### src/rtl/execute_stage_if.sv
// EX-stage bus: ID-side request (valid/ready) and EX/MEM result register toward MEM.
// The stage uses the slave modport; the surrounding pipeline (or a bench) uses master.
interface execute_stage_if #(
  parameter int WIDTH = 32,
  parameter int REGW  = 5
);
  logic             in_valid;
  logic             in_ready;
  logic [3:0]       alu_op;
  logic             use_sign;
  logic [WIDTH-1:0] operand_a;
  logic [WIDTH-1:0] operand_b;
  logic [4:0]       shamt;
  logic [REGW-1:0]  dest_in;
  logic             reg_write_in;
  logic             flush;
  logic             out_valid;
  logic             out_ready;
  logic [WIDTH-1:0] result;
  logic             zero;
  logic             overflow;
  logic [REGW-1:0]  dest_out;
  logic             reg_write_out;

  modport slave (
    input  in_valid, alu_op, use_sign, operand_a, operand_b, shamt,
           dest_in, reg_write_in, flush, out_ready,
    output in_ready, out_valid, result, zero, overflow, dest_out, reg_write_out
  );

  modport master (
    output in_valid, alu_op, use_sign, operand_a, operand_b, shamt,
           dest_in, reg_write_in, flush, out_ready,
    input  in_ready, out_valid, result, zero, overflow, dest_out, reg_write_out
  );
endinterface

### src/rtl/execute_stage.sv
// Registered MIPS EX stage: ALU with zero/signed-overflow flags feeding a one-entry
// EX/MEM register with valid/ready handshake, backpressure stall and flush.
module execute_stage #(
  parameter int WIDTH = 32,
  parameter int REGW  = 5
) (
  input logic          clk,
  input logic          rst_n,
  execute_stage_if.slave ex
);

  localparam logic [3:0] OP_ADD = 4'd0;
  localparam logic [3:0] OP_SUB = 4'd1;
  localparam logic [3:0] OP_AND = 4'd2;
  localparam logic [3:0] OP_OR  = 4'd3;
  localparam logic [3:0] OP_NOR = 4'd4;
  localparam logic [3:0] OP_SLL = 4'd5;
  localparam logic [3:0] OP_SRL = 4'd6;
  localparam logic [3:0] OP_SLT = 4'd7;

  logic             valid_q, valid_d;
  logic [WIDTH-1:0] result_q, result_d;
  logic             zero_q, zero_d;
  logic             overflow_q, overflow_d;
  logic [REGW-1:0]  dest_q, dest_d;
  logic             reg_write_q, reg_write_d;

  logic [WIDTH-1:0] alu_res;
  logic             alu_ovf;
  logic [WIDTH-1:0] sum;
  logic [WIDTH-1:0] diff;
  logic             less;
  logic             accept;

  assign sum  = ex.operand_a + ex.operand_b;
  assign diff = ex.operand_a - ex.operand_b;
  assign less = ex.use_sign ? ($signed(ex.operand_a) < $signed(ex.operand_b))
                            : (ex.operand_a < ex.operand_b);

  always_comb begin
    alu_res = '0;
    alu_ovf = 1'b0;
    case (ex.alu_op)
      OP_ADD: begin
        alu_res = sum;
        alu_ovf = ex.use_sign && (ex.operand_a[WIDTH-1] == ex.operand_b[WIDTH-1])
                  && (sum[WIDTH-1] != ex.operand_a[WIDTH-1]);
      end
      OP_SUB: begin
        alu_res = diff;
        alu_ovf = ex.use_sign && (ex.operand_a[WIDTH-1] != ex.operand_b[WIDTH-1])
                  && (diff[WIDTH-1] != ex.operand_a[WIDTH-1]);
      end
      OP_AND: alu_res = ex.operand_a & ex.operand_b;
      OP_OR:  alu_res = ex.operand_a | ex.operand_b;
      OP_NOR: alu_res = ~(ex.operand_a | ex.operand_b);
      OP_SLL: alu_res = ex.operand_b << ex.shamt;
      OP_SRL: alu_res = ex.operand_b >> ex.shamt;
      OP_SLT: alu_res = {{(WIDTH-1){1'b0}}, less};
      default: begin
        alu_res = '0;
        alu_ovf = 1'b0;
      end
    endcase
  end

  // No skid buffer: accepting while full is only possible when MEM drains the same edge.
  assign ex.in_ready = !valid_q || ex.out_ready;
  assign accept      = ex.in_valid && ex.in_ready && !ex.flush;

  always_comb begin
    valid_d     = valid_q;
    result_d    = result_q;
    zero_d      = zero_q;
    overflow_d  = overflow_q;
    dest_d      = dest_q;
    reg_write_d = reg_write_q;
    if (ex.flush) begin
      valid_d     = 1'b0;
      reg_write_d = 1'b0;
    end else if (accept) begin
      valid_d     = 1'b1;
      result_d    = alu_res;
      zero_d      = (alu_res == '0);
      overflow_d  = alu_ovf;
      dest_d      = ex.dest_in;
      reg_write_d = ex.reg_write_in && !alu_ovf;
    end else if (ex.out_ready) begin
      valid_d = 1'b0;
    end
  end

  always_ff @(posedge clk or negedge rst_n) begin
    if (!rst_n) begin
      valid_q     <= 1'b0;
      result_q    <= '0;
      zero_q      <= 1'b0;
      overflow_q  <= 1'b0;
      dest_q      <= '0;
      reg_write_q <= 1'b0;
    end else begin
      valid_q     <= valid_d;
      result_q    <= result_d;
      zero_q      <= zero_d;
      overflow_q  <= overflow_d;
      dest_q      <= dest_d;
      reg_write_q <= reg_write_d;
    end
  end

  assign ex.out_valid     = valid_q;
  assign ex.result        = result_q;
  assign ex.zero          = zero_q;
  assign ex.overflow      = overflow_q;
  assign ex.dest_out      = dest_q;
  assign ex.reg_write_out = reg_write_q;

endmodule

### src/flat_wrapper.sv
// flat-port wrapper written by rule: the top's interface ports become plain ports
module execute_stage_flat 
#(
  parameter int WIDTH = 32,
  parameter int REGW  = 5
)
  (clk, rst_n, ex_in_valid, ex_alu_op, ex_use_sign, ex_operand_a, ex_operand_b, ex_shamt, ex_dest_in, ex_reg_write_in, ex_flush, ex_out_ready, ex_in_ready, ex_out_valid, ex_result, ex_zero, ex_overflow, ex_dest_out, ex_reg_write_out);
  execute_stage_if #(.WIDTH(WIDTH), .REGW(REGW)) ex_i ();
  input logic clk;
  input logic rst_n;
  input wire logic [$bits(ex_i.in_valid)-1:0] ex_in_valid;
  input wire logic [$bits(ex_i.alu_op)-1:0] ex_alu_op;
  input wire logic [$bits(ex_i.use_sign)-1:0] ex_use_sign;
  input wire logic [$bits(ex_i.operand_a)-1:0] ex_operand_a;
  input wire logic [$bits(ex_i.operand_b)-1:0] ex_operand_b;
  input wire logic [$bits(ex_i.shamt)-1:0] ex_shamt;
  input wire logic [$bits(ex_i.dest_in)-1:0] ex_dest_in;
  input wire logic [$bits(ex_i.reg_write_in)-1:0] ex_reg_write_in;
  input wire logic [$bits(ex_i.flush)-1:0] ex_flush;
  input wire logic [$bits(ex_i.out_ready)-1:0] ex_out_ready;
  output wire logic [$bits(ex_i.in_ready)-1:0] ex_in_ready;
  output wire logic [$bits(ex_i.out_valid)-1:0] ex_out_valid;
  output wire logic [$bits(ex_i.result)-1:0] ex_result;
  output wire logic [$bits(ex_i.zero)-1:0] ex_zero;
  output wire logic [$bits(ex_i.overflow)-1:0] ex_overflow;
  output wire logic [$bits(ex_i.dest_out)-1:0] ex_dest_out;
  output wire logic [$bits(ex_i.reg_write_out)-1:0] ex_reg_write_out;
  assign ex_i.in_valid = ex_in_valid;
  assign ex_i.alu_op = ex_alu_op;
  assign ex_i.use_sign = ex_use_sign;
  assign ex_i.operand_a = ex_operand_a;
  assign ex_i.operand_b = ex_operand_b;
  assign ex_i.shamt = ex_shamt;
  assign ex_i.dest_in = ex_dest_in;
  assign ex_i.reg_write_in = ex_reg_write_in;
  assign ex_i.flush = ex_flush;
  assign ex_i.out_ready = ex_out_ready;
  assign ex_in_ready = ex_i.in_ready;
  assign ex_out_valid = ex_i.out_valid;
  assign ex_result = ex_i.result;
  assign ex_zero = ex_i.zero;
  assign ex_overflow = ex_i.overflow;
  assign ex_dest_out = ex_i.dest_out;
  assign ex_reg_write_out = ex_i.reg_write_out;
  execute_stage #(.WIDTH(WIDTH), .REGW(REGW)) u_core (.clk(clk), .rst_n(rst_n), .ex(ex_i));
endmodule
### config.mk
export PLATFORM = sky130hd
export DESIGN_NAME = execute_stage_flat
export DESIGN_NICKNAME = d
export VERILOG_FILES = /design/src/rtl/execute_stage_if.sv /design/src/rtl/execute_stage.sv /design/src/flat_wrapper.sv
export SDC_FILE = /design/constraint.sdc
export NUM_CORES = 1
export LEC_CHECK = 0
export CAP_MARGIN = 20
export CORE_MARGIN = 8
export CORE_UTILIZATION = 45
export DETAILED_ROUTE_END_ITERATION = 16
export HOLD_SLACK_MARGIN = 0.02
export MAX_ROUTING_LAYER = met4
export PLACE_DENSITY = 0.66
export SLEW_MARGIN = 20
export SYNTH_ARGS = -nofsm -noshare
export SYNTH_HDL_FRONTEND = slang
export SYNTH_SLANG_ARGS = --single-unit
### constraint.sdc
create_clock -name clk -period 4.49 [get_ports clk]
set_clock_uncertainty 0.2 [all_clocks]
set_input_delay 0.898 -clock clk [delete_from_list [all_inputs] [get_ports clk]]
set_output_delay 0.898 -clock clk [all_outputs]
set_load 0.1 [all_outputs]
==> Word level (Yosys, flattened, before mapping) <==
Cells that the tools add are included.
{ "word_totals": {"word_cells": 51, "output_inout_bits": 42, "in_bits": 85, "regBits": 41} }
{ "op_classes": {"bitwise": 4, "n_reduce_logical": 16, "n_eq_ne": 11, "n_addsub": 2, "n_mux": 8, "order_cmp": 2, "n_shift": 2} }
{ "op_table": {"columns": ["operator", "count"], "rows": [
  ["$pmux 32 s8", 1],
  ["$lt 32x32->1", 2],
  ["$add 32x32->32", 1],
  ["$and 32x32->32", 1],
  ["$logic_not 32->1", 1],
  ["$not 32->32", 1],
  ["$or 32x32->32", 1],
  ["$shl 32x5->32", 1],
  ["$shr 32x5->32", 1],
  ["$sub 32x32->32", 1],
  ["$eq 4x3->1 const B", 4],
  ["$eq 4x2->1 const B", 2],
  ["$logic_and 1x1->1", 7],
  ["$mux 1", 6],
  ["$eq 4x1->1 const B", 1],
  ["$logic_not 4->1", 1],
  ["$logic_not 1->1", 3],
  ["$ne 1x1->1", 3],
  ["$reduce_bool 3->1", 1],
  ["$pmux 1 s2", 1],
  ["$reduce_and 2->1", 1],
  ["$reduce_bool 2->1", 1],
  ["$eq 1x1->1", 1],
  ["$logic_or 1x1->1", 1],
  ["$not 1->1", 1]
]} }

==> Logic depth before layout (Yosys ltp) <==
Gate-level depths: netlist of the first run.
{ "depth": {"word_depth": 8, "depth_mapped": 16, "mapped_depth_nobuf": 15} }

==> Worst setup path after synthesis of the first run <==
OpenSTA, ideal clock, no wires.
{ "synth_path": {"path_kind": "input -> register", "from": "in ex_operand_b[0]", "to": "reg u_core.zero_q, in the netlist u_core.ex.zero", "t_required_ps": 4198, "setup_ps": 92, "arrival_ps": 3978, "slack_ps": 220, "path_stages": 13, "n_path_buf": 0, "path_cell_list": "ha_1 -> fa_1 -> a21o_1 -> a311o_1 -> a2111oi_4 -> o41ai_1 -> a221o_1 -> a311oi_1 -> nand4_1 -> nor4b_2 -> and4bb_1 -> nand4_1 -> o31ai_2"} }
{ "synth_via": {"elab_chain_cells": 4, "word_cells_on_any_way": 12, "classes_between": "add/sub: 2; order compare: 2; shift: 2; mux: 2; bitwise: 3; reduce/logical: 1"} }
{ "synth_lines": {"columns": ["item", "line", "text"], "rows": [
  ["start: declaration", "flat_wrapper.sv:15", "input wire logic [$bits(ex_i.operand_b)-1:0] ex_operand_b;"],
  ["$lt 32x32->1 (tied with other cells)", "execute_stage.sv:38", ": (ex.operand_a < ex.operand_b);"],
  ["$mux 1 / $not 32->32 (equally long branches)", "execute_stage.sv:37, execute_stage.sv:56", null],
  ["$pmux 32 s8 (*)", "execute_stage.sv:43", "case (ex.alu_op)"],
  ["$logic_not 32->1 (*)", "execute_stage.sv:84", "zero_d = (alu_res == '0);"],
  ["end signal: assignment", "execute_stage.sv:104", "zero_q <= zero_d;"],
  ["end: declaration", "execute_stage.sv:23", "logic zero_q, zero_d;"]
]} }
Every way passes the cells marked *; elsewhere a longest branch is shown, timed or not.
A chain may end at the register's enable or synchronous reset.

==> Worst setup path after layout of the first run <==
{ "layout_path": {"from": "in ex_operand_b[12]", "to": "reg u_core.zero_q, in the netlist u_core.ex.zero"} }
The elaborated chain is that of the path after synthesis.

==> flow_summary.yaml, run 1 <==
status:
  status: "complete, no violations"
global_routing:
  grt_max_degree: 48
  grt_pass1_vias: 14452
  grt_pass1_wl_um: 86200
  gr-total-overflow: 0
  track_usage_pct: 37.3
  antenna_found_initial: 0
drt:
  drc_errors: 0
  vias: 14865
  drt_iter0_drc: 1850
  vias_per_cell: 6.36
  post_drt_wl_per_cell_um: 24.6
  ant_nets: 0
  wirelength_um: 57500
  dr.pass1.iters: 6
critical_path:
  worstPathMaxFanout: 3
  path_delay_family: "compound AO/OA/AOI/OAI gates"
  critPathRequiredTime_ps: 4480
  timing.critical_path.cells: "clkdlybuf4s50_1, inv_1, buf_4, ha_1, o21ai_0, a311oi_1, or4_1, o211ai_1, mux2_2, a22oi_2, nor4b_4, and4bb_1, nand4_1, o31ai_2"
  slowest_delay_ps: 610
  start_kind: "input pin"
  critPathArrivalTime_ps: 4470
  crit_type: "in -> reg"
  critPathCaptureType: "flop"
  r2r_slack_ps: 1380
  crit_buf_inv: 3
  r2r-start: "u_core.ex.out_valid"
  worstReg2RegEnd: "u_core.ex.zero"
  cp_slowest_cell: "a311oi_1"
  reg2reg_depth: 12
timing:
  worst_slack_ps: 16.0
  max_freq_mhz: 224
  slew_viol_final: 0
  period_share_pct: 99.6
  finalHoldViolations: 0
  rsz0062_at_grt: "yes"
  layout_min_cycle_time_ps: 4470
  worst_slew_pin_slew_ps: 1010
  slew_headroom_pct: 32.8
  whs_ps: 273
  setup_viol: 0
clocking:
  cts_tree: "built"
  worstSkewPairLatency_ps: 280
  numCtsBuffers: 5
  h-tree-depth: 2
  hold_buffers: 0
  cts_root_buf: "clkbuf_16"
  clockBufferDepth: 2
  cts.clk_slew.worst_paths_ps: 60
  cts.sinks: 41
yosys:
  postSynthAreaPerCell_um2: 7.31
  ys.flop_type: "dfrtp_1"
  synth_cell_types: 87
  synthArstFlopShare_pct: 100
  synthTopCellsByArea: "ha_1 11%, mux4_2 9.7%, dfrtp_1 9.2%, mux2i_1 5.8%, nand2_1 5.7%"
  ys_seq_area_share_pct: 9.24
  syn_inst: 1518
  syn_area_um2: 11100
  synth_top_cell_by_area: "ha_1"
  synth_top_cell_area_share_pct: 11.4
  synth_seq_cells: 41
  synth_warnings: 0
  synth_fp_nets: 1706
  synth_edf_count: 0
place:
  io_buffers: 126
  dp_hpwl_um: 47700
  place_ws_ps: -707
  place.gp.congestion: 1.07
floorplan:
  die_w_um: 173
  coreArea_um2: 24200
  rows: 57
  die_area_um2: 29900
  die_h_um: 173
  start_util_pct: 45.8
  ios: 127
layout:
  antenna_cells: 0
  drive_above_1_share_pct: 33.0
  area_growth_syn_to_layout_pct: 49.5
  final_common_cell: "buf_4"
  nets: 2202
  final_core_utilization_pct: 68.4
  fill_cells: 2131
  final_cell_mix: "476 x buf_4, 169 x nand2_1, 148 x nor2_1"
hold_path:
  min_to: "u_core.ex.result[1]"
  hold_depth: 2
  hp-class: "reg -> reg"
  min_from: "u_core.ex.result[1]"
power:
  p_per_area_nw_per_um2: 203
  total_power_uw: 3360
  ir_worst_vdd_mv: 0.339
  power.leakage_uw: 0.00768
job:
  maxCapViolCount: 0
cells in the mapped netlist, types with 31 or more instances:
cell type	n
a22oi_1	34
inv_1	100
ha_1	101
mux2i_1	64
o21ai_0	89
dfrtp_1	41
a21oi_1	106
mux4_2	48
nor2_1	150
clkbuf_1	76
nand2_1	169
a211oi_1	31
sequential cells by signal, summed over array words and instances (netlist names):
name                     count
u_core.ex.result            32
u_core.ex.dest_out           5
u_core.ex.out_valid          1
u_core.ex.overflow           1
u_core.ex.reg_write_out      1
u_core.ex.zero               1
report_power, final:
group	switching (uW)	total (uW)	leakage [uW]	internal (uW)
combinational	1540	2570	0.00709	1020
sequential	29.2	457	0.000526	428
clock	133	336	0.0000696	203
what timing repair did:
item                       in CTS  in global routing
buffers inserted                4                  4
gates resized for setup        35                103
setup endpoints to repair       9                  9
pin swaps                      18                 30
metal layers:
metal,GRT usage [%],vias to the layer above,share of wire (%)
met5,-,-,0
met1,48.0,6991,40
met4,15.8,0,5.1
met2,58.6,1043,45
li1,-,6641,-
met3,4.60,190,10
worst reg2reg max path: stages, from the launching register on:
cell	delay [ps]
dfrtp_1	370
nand2b_1	150
nand2_1	110
nor2_2	110
buf_4	170
o311ai_0	150
a211oi_1	320
o221ai_1	250
nor4_2	360
nand4_1	170
and4bb_1	320
nand4_1	120
o31ai_2	220
through the flow:
stage	area, um^2	cells	setup TNS (ps)
after floorplan	11100	1518	0
after global placement	15900	2323	-4110
after detailed placement	15900	2323	-5560
after CTS	16200	2335	-49.3
after global routing	16600	2339	-119
final	16600	2339	0
kinds of logic after synthesis:
family | after synthesis | share of synthesized area (%)
and+or+nand+nor | 500 | 20.9
buffers and inverters | 223 | 8.31
AOI/OAI and AO/OA | 495 | 30.3
adders and majority gates | 103 | 11.7
DFF | 41 | 9.24
muxes | 135 | 17.9
xor gates and xnor gates | 21 | 1.66
worst max-delay path by stage:
stage | to | slack (ps) | cells after the start | from
3_3_place_gp | u_core.ex.zero | -640 | 14 | ex_operand_b[1]
3_5_place_dp | u_core.ex.zero | -710 | 14 | ex_operand_b[0]
6_report | u_core.ex.zero | 20 | 14 | ex_operand_b[12]
5_1_grt | u_core.ex.zero | -120 | 15 | ex_operand_a[13]
4_1_cts | u_core.ex.zero | -50 | 17 | ex_operand_b[8]
2_1_floorplan | u_core.ex.zero | 220 | 13 | ex_operand_b[0]
layout make-up:
class	instances	area [um^2]	share of cell area, %
Sequential cell	41	1030	6.18
Clock buffer	5	125	0.754
Multi-Input combinational cell	1254	9650	58.1
Clock inverter	3	17.5	0.106
Timing Repair Buffer	610	4990	30.1
Inverter	102	383	2.31
Tap cell	324	405	2.44
(Power assumes the default switching activity.)
==> inputs of run 2 (changes only) <==
Settings changed: CORE_MARGIN 8 to 5.
==> run 2 against run 1 <==
Wire length up 3.2%. Total power up 3.1%. The flow now finishes with violations (negative setup slack). Cell count up 0.51%. Critical path type unchanged. Register-to-register slack better by 50 ps. Sequential share of layout area about the same. Critical path depth up 1. Highest routed layer unchanged. Utilization down 0.28 points.
==> flow_summary.yaml, run 2 (synthesis gave the netlist of run 1 again) <==
clocking:
  numCtsBuffers: 5
  cts_root_buf: "clkbuf_16"
  cts.sinks: 41
  cts_tree: "built"
  cts.clk_slew.worst_paths_ps: 60
  clockBufferDepth: 2
  worstSkewPairLatency_ps: 290
  h-tree-depth: 2
  hold_buffers: 0
timing:
  whs_ps: 274
  rsz0062_at_grt: "yes"
  worst_slew_pin_slew_ps: 1010
  period_share_pct: 101
  max_freq_mhz: 221
  setup_viol: 1
  worst_slack_ps: -36.9
  slew_headroom_pct: 32.8
  finalHoldViolations: 0
  finalSetupTns_ps: -36.9
  slew_viol_final: 0
  layout_min_cycle_time_ps: 4530
critical_path:
  reg2reg_depth: 13
  crit_type: "in -> reg"
  critPathCaptureType: "flop"
  start_kind: "input pin"
  worstPathMaxFanout: 8
  critPathArrivalTime_ps: 4520
  critPathRequiredTime_ps: 4490
floorplan:
  start_util_pct: 45.6
  die_h_um: 167
  die_area_um2: 27900
  rows: 57
  die_w_um: 167
  coreArea_um2: 24300
  ios: 127
drt:
  met1Wirelength_um: 23100
  dr.pass1.iters: 6
  vias: 15146
  wirelength_um: 59300
  ant_nets: 0
  post_drt_wl_per_cell_um: 25.2
  vias_per_cell: 6.44
  dr.max_layer_used: "met4"
  dr_wl_met2_um: 26700
  drt_iter0_drc: 1863
  drc_errors: 0
  met3_length_um: 6330
job:
  maxCapViolCount: 0
power:
  power.leakage_uw: 0.00767
  p_per_area_nw_per_um2: 209
  total_power_uw: 3470
  ir_worst_vdd_mv: 0.288
place:
  dp_hpwl_um: 49300
  place.gp.congestion: 1.08
  dpl-instance-area_um2: 15900
  io_buffers: 126
hold_path:
  hold_depth: 2
  hp-class: "reg -> reg"
status:
  failed_checks: "negative setup slack"
  status: "complete, but fails checks"
layout:
  final_common_cell: "buf_4"
  multi_input_area_um2: 9560
  area_growth_syn_to_layout_pct: 49.3
  fill_cells: 2047
  final_core_utilization_pct: 68.2
  nets: 2213
  fin_area_um2: 16600
  final_cell_mix: "489 x buf_4, 169 x nand2_1, 148 x nor2_1"
  largest_register_ffs: 32
  drive_above_1_share_pct: 32.7
  register_area_um2: 1030
global_routing:
  grt_pass1_wl_um: 87000
  grt_pass1_vias: 14394
  track_usage_pct: 40.9
  grt_max_degree: 48
  antenna_found_initial: 1
  gr-total-overflow: 0
## run 2: cell count changes in the layout (fill, tap and decap cells not counted), sizes merged, moves of 2 or more
cell,delta
clkdlybuf4s15,-2
clkdlybuf4s50,+7
buf,+8
clkinv,-2
clkbuf,+5
dlymetal6s2s,-5
## run 2: per-layer routing
layer	vias to the layer above	track usage, %
met2	1070	64.6
met1	7168	53.4
met3	234	5.05
met4	0	16.4
met5	-	-
li1	6674	-
## run 2: stage by stage
step	setup slack (ps)	instances
2_1_floorplan	220	1518
3_3_place_gp	-655	2332
3_5_place_dp	-773	2332
4_1_cts	0.991	2345
5_1_grt	-170	2351
6_report	-36.9	2351
## run 2: path summary, 6_finish.rpt
kind | endpoint | start | slack (ps)
worst max-delay path | u_core.ex.zero | ex_operand_b[13] | -40
worst min-delay path | u_core.ex.result[5] | u_core.ex.result[5] | 270
worst max register to register | u_core.ex.zero | u_core.ex.out_valid | 1430
worst min register to register | u_core.ex.result[5] | u_core.ex.result[5] | 270
max in group asynchronous | u_core.ex.overflow | rst_n | 3020
min in group asynchronous | u_core.ex.result[9] | rst_n | 520
## run 2: timing repair
item,in CTS,in global routing
pin swaps,15,13
endpoints found under the setup margin,11,11
setup buffers,5,5
gates resized for setup,41,59
## run 2: worst max-delay path, cell delays in order
cell and delay [ps]:
clkdlybuf4s50_1 500, inv_1 120, ha_2 490, nand2_1 150, nor3_1 190, o211ai_1 130, buf_4 170, o31ai_2 390
a21oi_1 150, xnor2_1 180, o2111ai_1 240, nor4b_4 300, and4bb_1 260, nand4_1 140, o31ai_2 210
## run 2: cell type report
class                      count  area share [%]
multi-input combinational   1254            57.7
tap                          324            2.45
timing repair buffer         621            30.3
inverter                     102            2.31
sequential                    41            6.19
antenna                        1          0.0151
clock buffer                   7           0.861
clock inverter                 1           0.181
## run 2: where the power goes
part,internal [uW],switching (uW),leakage (uW)
Sequential,428,32.6,0.000526
Combinational,1020,1570,0.00706
Clock,277,138,0.0000841
Total,1730,1740,0.00767
